--- src/rtl/aes32_round_seq.sv ---
`timescale 1ns/1ps
// aes32_round_seq: runs a full AES block through the shared AES32 scalar crypto unit, 16 byte ops per round.
// Optional macro AES_SEQ_DECRYPT_EN adds decrypt_i and the equivalent-inverse-cipher path.
module aes32_round_seq #(
    parameter int NROUNDS = 10,
    localparam int RKW = $clog2(NROUNDS + 1)
) (
    input  logic           clk,
    input  logic           reset_n,
    input  logic           start_i,
`ifdef AES_SEQ_DECRYPT_EN
    input  logic           decrypt_i,
`endif
    input  logic [127:0]   pt_i,
    output logic           busy_o,
    output logic           done_o,
    output logic [127:0]   ct_o,
    output logic           rk_req_o,
    output logic [RKW-1:0] rk_idx_o,
    input  logic           rk_valid_i,
    input  logic [127:0]   rk_i,
    output logic           cu_req_o,
    output logic [9:0]     cu_op_o,
    output logic [31:0]    cu_rs1_o,
    output logic [31:0]    cu_rs2_o,
    input  logic           cu_ack_i,
    input  logic [31:0]    cu_result_i
);
    typedef enum logic [2:0] {S_IDLE, S_KEY0, S_KEYR, S_OPS, S_COMMIT, S_DONE} state_t;
    localparam logic [RKW-1:0] NR = RKW'(NROUNDS);

    state_t          state_q;
    logic [RKW-1:0]  r_q, r_d, rk_idx_q, next_idx;
    logic [1:0]      j_q, k_q, sel;
    logic [31:0]     acc_q, rk_next;
    logic [3:0][31:0] st_q, nxt_q;
    logic [2:0][31:0] rk_q;
    logic [127:0]    ct_q;
    logic            busy_q, done_q, rk_req_q, cu_req_q, dec_q, dec_in, last;
    logic [7:0]      op_base;

`ifdef AES_SEQ_DECRYPT_EN
    assign dec_in = decrypt_i;
`else
    assign dec_in = 1'b0;
`endif

    always_comb begin
        r_d      = r_q + 1'b1;
        next_idx = dec_q ? NR - r_d : r_d;
        last     = (r_q == NR);
        // Forward ShiftRows reads column j+k, the inverse reads column j-k.
        sel      = dec_q ? (j_q - k_q) : (j_q + k_q);
        case ({dec_q, last})
            2'b00:   op_base = 8'd152;
            2'b01:   op_base = 8'd136;
            2'b10:   op_base = 8'd184;
            default: op_base = 8'd168;
        endcase
        // Buffer holds round-key words 1..3; word 0 seeds the accumulator directly.
        case (j_q)
            2'd0:    rk_next = rk_q[0];
            2'd1:    rk_next = rk_q[1];
            default: rk_next = rk_q[2];
        endcase
    end

    assign busy_o   = busy_q;
    assign done_o   = done_q;
    assign ct_o     = ct_q;
    assign rk_req_o = rk_req_q;
    assign rk_idx_o = rk_idx_q;
    assign cu_req_o = cu_req_q;
    assign cu_op_o  = cu_req_q ? {k_q, op_base} : '0;
    assign cu_rs1_o = cu_req_q ? acc_q : '0;
    assign cu_rs2_o = cu_req_q ? st_q[sel] : '0;

    always_ff @(posedge clk or negedge reset_n) begin
        if (!reset_n) begin
            state_q  <= S_IDLE;
            r_q      <= '0;
            j_q      <= '0;
            k_q      <= '0;
            acc_q    <= '0;
            st_q     <= '0;
            nxt_q    <= '0;
            rk_q     <= '0;
            ct_q     <= '0;
            busy_q   <= 1'b0;
            done_q   <= 1'b0;
            rk_req_q <= 1'b0;
            rk_idx_q <= '0;
            cu_req_q <= 1'b0;
            dec_q    <= 1'b0;
        end else begin
            case (state_q)
                S_IDLE: begin
                    if (start_i) begin
                        st_q     <= pt_i;
                        dec_q    <= dec_in;
                        r_q      <= RKW'(1);
                        busy_q   <= 1'b1;
                        rk_req_q <= 1'b1;
                        rk_idx_q <= dec_in ? NR : '0;
                        state_q  <= S_KEY0;
                    end
                end
                S_KEY0: begin
                    if (rk_valid_i) begin
                        st_q     <= st_q ^ rk_i;
                        rk_idx_q <= dec_q ? NR - RKW'(1) : RKW'(1);
                        state_q  <= S_KEYR;
                    end
                end
                S_KEYR: begin
                    if (rk_valid_i) begin
                        rk_q     <= rk_i[127:32];
                        acc_q    <= rk_i[31:0];
                        j_q      <= '0;
                        k_q      <= '0;
                        rk_req_q <= 1'b0;
                        rk_idx_q <= '0;
                        cu_req_q <= 1'b1;
                        state_q  <= S_OPS;
                    end
                end
                S_OPS: begin
                    if (cu_ack_i) begin
                        acc_q <= cu_result_i;
                        k_q   <= k_q + 1'b1;
                        if (k_q == 2'd3) begin
                            nxt_q[j_q] <= cu_result_i;
                            if (j_q == 2'd3) begin
                                cu_req_q <= 1'b0;
                                state_q  <= S_COMMIT;
                            end else begin
                                j_q   <= j_q + 1'b1;
                                acc_q <= rk_next;
                            end
                        end
                    end
                end
                S_COMMIT: begin
                    st_q <= nxt_q;
                    if (last) begin
                        ct_q    <= nxt_q;
                        done_q  <= 1'b1;
                        busy_q  <= 1'b0;
                        state_q <= S_DONE;
                    end else begin
                        r_q      <= r_d;
                        rk_req_q <= 1'b1;
                        rk_idx_q <= next_idx;
                        state_q  <= S_KEYR;
                    end
                end
                default: begin
                    done_q  <= 1'b0;
                    state_q <= S_IDLE;
                end
            endcase
        end
    end
endmodule

--- config.mk ---
export PLATFORM = sky130hd
export DESIGN_NAME = aes32_round_seq
export DESIGN_NICKNAME = d
export VERILOG_FILES = /design/src/rtl/aes32_round_seq.sv
export SDC_FILE = /design/constraint.sdc
export NUM_CORES = 1
export LEC_CHECK = 0
export CORE_MARGIN = 4
export CORE_UTILIZATION = 57
export CTS_CLUSTER_SIZE = 10
export DETAILED_ROUTE_END_ITERATION = 12
export GPL_TIMING_DRIVEN = 0
export PLACE_DENSITY = 0.85
export SKIP_LAST_GASP = 1
export SYNTH_ARGS = -nofsm -noshare
export SYNTH_HDL_FRONTEND = slang
export SYNTH_SLANG_ARGS = --single-unit
--- constraint.sdc ---
create_clock -name clk -period 5.6 [get_ports clk]
set_clock_uncertainty 0.15 [all_clocks]
set_input_delay 0.84 -clock clk [delete_from_list [all_inputs] [get_ports clk]]
set_output_delay 0.84 -clock clk [all_outputs]
set_load 0.01 [all_outputs]
==> results.py, run 1 <==
metrics = {
    "worst_setup_path": {
        "cp.arrival_ns": 3.77,
        "crit_type": "reg -> out",
        "cp_cell_sequence": "ha_1, xnor2_1, xnor2_2, buf_4, mux2i_1, o22ai_1, clkdlybuf4s50_1",
        "cp_num_cells": 7,
        "cp_slowest_stage_delay_ns": 0.69,
        "end_kind": "output pin",
        "critPathTopFamily": "buffers and inverters",
        "cp_max_fo": 10,
        "worst-path-buf-inv": 2,
        "cp-start-kind": "flop",
        "cp.required_ns": 4.61,
        "cp_slowest_cell": "xnor2_2",
        "reg2reg_depth": 7,
    },
    "routing": {
        "post_drt_via_cell_ratio": 6.96,
        "first_pass_iters": 9,
        "routedWlPerCell_um": 31.7,
        "vias": 24200,
        "drtIter0Drc": 4227,
        "routed_wl_um": 110000,
        "post-route-drc-count": 0,
        "drtAntennaViolNets": 0,
    },
    "yosys": {
        "yosys_warnings": 0,
        "yosysSeqAreaShare": 0.518,
        "async_flop_share": 1.00,
        "yosys.area.top_type": "dfrtp_1",
        "synth_area_um2": 25700,
        "ys_types": 48,
        "ys.flop_type": "dfrtp_1",
        "synth-seq-cells": 531,
        "syn_area_per_cell_um2": 11.2,
        "netlist_instances": 2287,
        "synth_top_area_frac": 0.518,
        "yosys-top-cells-area": "dfrtp_1 (52%), mux2_2 (14%), o21ai_0 (5.8%)",
        "synth_edf_count": 0,
    },
    "cts": {
        "cts_tree": "built",
        "postCtsSetupBuffers": 0,
        "postCtsHoldBufs": 1,
        "htree_levels": 2,
        "clock-root-buffer": "clkbuf_16",
        "clk_latency_ns": 0.64,
        "cts_buffers": 60,
        "cts.sinks": 531,
        "cts_resized": 0,
        "clock_path_buffers": 3,
        "clkTransAtPathRegs_ns": 0.06,
    },
    "final_layout": {
        "final_area_um2": 33200,
        "final_common_cell": "dfrtp_1",
        "utilization": 0.749,
        "fill_cells": 2977,
        "fin_nets": 3157,
        "layout_common_cells": "dfrtp_1 (531), clkdlybuf4s50_1 (496), mux2_2 (316)",
        "area_growth_pct": 29.4,
        "drive_gt1_frac": 0.170,
    },
    "grt": {
        "grt_pass1_vias": 24300,
        "gr-usage-all-layers": 0.442,
        "grt_max_degree": 110,
        "grt_pass1_wl_um": 157000,
        "antenna_found_initial": 15,
        "grt_overflow": 0,
    },
    "pwr": {
        "pwr-share-comb": 0.428,
        "power.total_mw": 16.8,
        "ir_drop_v": 0.000315,
        "power.share.switching": 0.387,
        "p_clk_frac": 0.208,
        "power_switching_mw": 6.48,
        "power-per-cell-area_nw_per_um2": 505,
        "p_seq_frac": 0.364,
        "intPower_mw": 10.3,
        "p_leak_nw": 14.8,
    },
    "sta": {
        "period_minus_slack_ns": 4.76,
        "worst_slew_pin_slew_ns": 1.40,
        "finalSetupViolations": 0,
        "rsz0062_at_grt": "no",
        "setup_slack_ns": 0.842,
        "hold_violations": 0,
        "fmax_mhz": 210,
        "finalSetupTns_ns": 0,
        "slew_headroom": 0.0673,
        "period_share": 0.850,
        "final_max_slew_viol_count": 0,
    },
    "die": {
        "fp.dieH_um": 220,
        "die_x_um": 220,
        "std_cell_rows": 77,
        "die_area_um2": 48500,
        "ioPinCount": 503,
        "core_area_um2": 44300,
        "start_util": 0.579,
    },
    "place": {
        "post-dp-hpwl_um": 77800,
        "post-place-ws_ns": 1.67,
        "gp_congestion": 0.993,
        "place_area_um2": 31500,
        "port_buffers": 497,
    },
    "worst_hold_path": {
        "min_path_cells": 1,
        "hold_path.class": "reg -> reg",
    },
    "job": {
        "maxCapViolCount": 0,
    },
    "outcome": {
        "status": "finished, final reports clean",
    },
}
## flip-flops by register name, summed over array words and instances, names as in the netlist
name	flops
rk_req_o	1
r_q	4
j_q	2
rk_idx_o	4
st_q	128
done_o	1
ct_o	128
state_q	3
busy_o	1
acc_q	32
rk_q	96
cu_req_o	1
k_q	2
nxt_q	128
## cell usage after synthesis (55+ instances only)
master     count
dfrtp_1      531
mux2_2       316
o21ai_0      298
a2bb2oi_1    128
nor2_1       118
inv_1        114
a32oi_1      106
clkbuf_1      99
nand2_1       92
buf_2         68
mux2i_1       67
a22oi_1       55
## power groups by stage
stage                     logic (mW)  clock network (mW)  registers [mW]
after floorplan                 4.06                   0            5.70
after global placement          6.66                   0            5.99
after detailed placement        6.88                   0            6.05
after CTS                       6.93                3.48            6.01
after global routing            7.48                3.62            6.17
final                           7.18                3.49            6.10
## metrics by stage
stage	cells	hold WS [ns]
after floorplan	2291	0.324
after global placement	3380	0.328
after detailed placement	3385	0.330
after CTS	3458	0.343
after global routing	3471	0.365
final	3475	0.339
## final cells by class
| cell class | instances | area (um^2) | share of cell area |
|---|---|---|---|
| Inverter | 114 | 428 | 0.0129 |
| Multi-Input combinational cell | 1451 | 11100 | 0.333 |
| Timing Repair Buffer | 503 | 5130 | 0.154 |
| Sequential cell | 531 | 13300 | 0.400 |
| Antenna cell | 17 | 42.5 | 0.00128 |
| Clock buffer | 69 | 1590 | 0.0478 |
| Buffer | 195 | 893 | 0.0269 |
| Clock inverter | 3 | 26.3 | 0.000792 |
| Tap cell | 592 | 741 | 0.0223 |
## cells by family (layout without fill, tap and decap cells)
logic type / after synthesis / count (layout) / share of synthesized area
xor gates and xnor gates: 26 / 26 / 0.00917
muxes: 419 / 419 / 0.181
and+or+nand+nor: 275 / 275 / 0.0476
other: 1 / 22 / 0.000146
AOI/OAI and AO/OA: 718 / 718 / 0.189
adders and majority gates: 8 / 8 / 0.00390
buffers and inverters: 309 / 884 / 0.0515
DFF: 531 / 531 / 0.518
## worst register-to-register path, stage by stage (launching register included)
cell     delay (ns)
dfrtp_1        0.41
inv_1          0.10
ha_1           0.21
and3b_1        0.25
nand3_1        0.51
buf_2          0.49
buf_2          0.55
mux2_2         0.43
## final timing paths
| kind | start | end | slack [ns] |
|---|---|---|---|
| setup / recovery | j_q[0]$_DFFE_PN0P_ | cu_rs2_o[11] | 0.84 |
| max in group asynchronous | reset_n | ct_o[88]$_DFFE_PN0P_ | 3.36 |
| min in group asynchronous | reset_n | nxt_q[71]$_DFFE_PN0P_ | 0.55 |
| setup reg to reg | r_q[0]$_DFFE_PN0P_ | ct_o[68]$_DFFE_PN0P_ | 2.38 |
| hold reg to reg | ct_o[51]$_DFFE_PN0P_ | ct_o[51]$_DFFE_PN0P_ | 0.34 |
| hold / removal | ct_o[51]$_DFFE_PN0P_ | ct_o[51]$_DFFE_PN0P_ | 0.34 |
## layer usage
metal	wire length, um	vias up	GRT usage
met3	15900	638	0.150
met5	11	-	0
met2	47700	2348	0.656
met1	37500	11700	0.551
met4	9080	2	0.300
li1	-	9490	-
Power figures use the tool's default switching activity.
==> run 2, diff against run 1 <==
--- a/config.mk
+++ b/config.mk
@@ -6,11 +6,11 @@
 export NUM_CORES = 1
 export LEC_CHECK = 0
 export CORE_MARGIN = 4
-export CORE_UTILIZATION = 57
+export CORE_UTILIZATION = 52
 export CTS_CLUSTER_SIZE = 10
 export DETAILED_ROUTE_END_ITERATION = 12
 export GPL_TIMING_DRIVEN = 0
-export PLACE_DENSITY = 0.85
+export PLACE_DENSITY = 0.78
 export SKIP_LAST_GASP = 1
 export SYNTH_ARGS = -nofsm -noshare
 export SYNTH_HDL_FRONTEND = slang
==> constraint.sdc (replaced) <==
create_clock -name clk -period 4.99 [get_ports clk]
set_clock_uncertainty 0.15 [all_clocks]
set_input_delay 0.7485 -clock clk [delete_from_list [all_inputs] [get_ports clk]]
set_output_delay 0.7485 -clock clk [all_outputs]
set_load 0.01 [all_outputs]
==> run 2 against run 1 <==
Die area grew 9.3%. Power grew 13%. Sequential power grew 12%. Critical path depth is the same. Via count shrank 1.6%. Clock power grew 13%. Critical endpoint is now cu_rs2_o[10].
==> results.py, run 2 (synthesized netlist as in run 1, its figures left out) <==
metrics = {
    "die": {
        "fp.dieH_um": 230,
        "start_util": 0.525,
        "die_x_um": 230,
        "ioPinCount": 503,
        "std_cell_rows": 81,
        "die_area_um2": 52900,
        "core_area_um2": 48800,
    },
    "worst_setup_path": {
        "cp.required_ns": 4.09,
        "timing.rr.end": "st_q[43]$_DFFE_PN0P_",
        "cp_slowest_stage_delay_ns": 0.80,
        "cp_num_cells": 7,
        "cp-start-kind": "flop",
        "worst-path-buf-inv": 2,
        "reg2reg_depth": 7,
        "cp_max_fo": 10,
        "crit_type": "reg -> out",
        "critPathTopFamily": "XOR/XNOR gates",
        "cp-startpoint": "k_q[0]$_DFFE_PN0P_",
        "rrSetupSlack_ns": 1.96,
        "cp-endpoint": "cu_rs2_o[10]",
        "cp_slowest_cell": "xnor2_2",
        "cp_cell_sequence": "ha_1, xnor2_1, xnor2_2, buf_4, mux2i_1, o22ai_1, clkdlybuf4s50_1",
        "cp.arrival_ns": 3.81,
        "rr_startpoint": "state_q[0]$_DFFE_PN0P_",
        "end_kind": "output pin",
    },
    "worst_hold_path": {
        "hold_path.class": "reg -> reg",
        "worstHoldStart": "ct_o[49]$_DFFE_PN0P_",
    },
    "final_layout": {
        "final_common_cell": "dfrtp_1",
        "area_growth_pct": 29.6,
        "layout_common_cells": "dfrtp_1 (531), clkdlybuf4s50_1 (496), mux2_2 (316)",
        "final_area_um2": 33300,
        "fin_nets": 3157,
        "drive_gt1_frac": 0.168,
    },
    "routing": {
        "routed_wl_um": 113000,
        "top_layer": "met5",
        "wl_met3_um": 14400,
        "post-route-drc-count": 0,
        "drtIter0Drc": 3492,
        "vias": 23800,
        "first_pass_iters": 7,
        "routedWlPerCell_um": 32.0,
        "dr_wl_met2_um": 50000,
        "post_drt_via_cell_ratio": 6.72,
        "drtAntennaViolNets": 0,
        "met1_length_um": 41000,
    },
    "cts": {
        "postCtsSetupBuffers": 0,
        "cts.sinks": 531,
        "clock_path_buffers": 3,
        "clkTransAtPathRegs_ns": 0.06,
        "htree_levels": 2,
        "clk_latency_ns": 0.64,
        "clock-root-buffer": "clkbuf_16",
        "cts_tree": "built",
        "cts_buffers": 60,
    },
    "sta": {
        "period_minus_slack_ns": 4.71,
        "fmax_mhz": 212,
        "final_max_slew_viol_count": 0,
        "slew_headroom": 0.0650,
        "rsz0062_at_grt": "no",
        "worst_slew_pin_slew_ns": 1.40,
        "finalSetupTns_ns": 0,
        "period_share": 0.944,
        "hold_violations": 0,
        "finalSetupViolations": 0,
    },
    "place": {
        "gp_congestion": 0.989,
        "port_buffers": 497,
        "post-dp-hpwl_um": 80800,
        "place_area_um2": 31600,
    },
    "grt": {
        "gr-usage-all-layers": 0.414,
        "grt_overflow": 0,
        "grt_pass1_vias": 24300,
        "grt_max_degree": 122,
        "antenna_found_initial": 13,
        "grt_pass1_wl_um": 161000,
    },
    "outcome": {
        "status": "finished, final reports clean",
    },
    "job": {
        "maxCapViolCount": 0,
    },
    "pwr": {
        "ir_drop_v": 0.000407,
        "p_leak_nw": 14.8,
        "power-per-cell-area_nw_per_um2": 568,
    },
}
run 2: cell count changes in the layout (fill, tap and decap cells not counted):
cell,delta
clkbuf_2,-1
clkinv_2,+2
clkbuf_8,-1
inv_6,-3
clkbuf_1,+5
diode_2,-6
run 2: what timing repair did:
| action | 4_1_cts | 5_1_grt |
|---|---|---|
| hold endpoints to repair | 33 | 0 |
| hold buffers | 1 | 0 |
| gates resized for setup | 0 | 0 |
run 2: cell type report:
cell class | count | area [um^2]
Fill cell | 3845 | 15600
Buffer | 195 | 892
Antenna cell | 11 | 27.5
Inverter | 114 | 428
Multi-Input combinational cell | 1451 | 11100
Sequential cell | 531 | 13300
Clock inverter | 2 | 10.0
Clock buffer | 72 | 1590
Tap cell | 664 | 831
Timing Repair Buffer | 503 | 5130
run 2: worst min-delay path by stage:
stage	end	cells past startpoint
3_3_place_gp	ct_o[123]$_DFFE_PN0P_	1
2_1_floorplan	acc_q[0]$_DFFE_PN0P_	0
6_report	ct_o[49]$_DFFE_PN0P_	1
5_1_grt	acc_q[9]$_DFFE_PN0P_	1
4_1_cts	ct_o[49]$_DFFE_PN0P_	1
3_5_place_dp	ct_o[49]$_DFFE_PN0P_	1
run 2: power by group:
part	internal (mW)	switching, mW	leakage, nW
Sequential	5.71	1.11	6.81
Clock	2.18	1.74	0.785
Combinational	3.65	4.50	7.23
run 2: metrics by stage:
| stage | setup slack, ns | power (mW) | util | hold slack (ns) | std cells |
|---|---|---|---|---|---|
| 3_3_place_gp | -20.50 | 14.4 | 0.644 | 0.325 | 3452 |
| 6_report | 0.278 | 18.9 | 0.681 | 0.339 | 3543 |
| 2_1_floorplan | 2.35 | 11.0 | - | 0.303 | 2291 |
| 5_1_grt | 0.249 | 19.5 | 0.681 | 0.356 | 3540 |
| 4_1_cts | 0.354 | 18.6 | 0.680 | 0.343 | 3532 |
| 3_5_place_dp | 1.04 | 14.6 | 0.647 | 0.331 | 3457 |
run 2: routing by layer:
layer,GRT usage,up-vias
li1,-,9471
met1,0.516,11900
met2,0.626,1955
met3,0.138,462
met4,0.252,8
met5,0,-
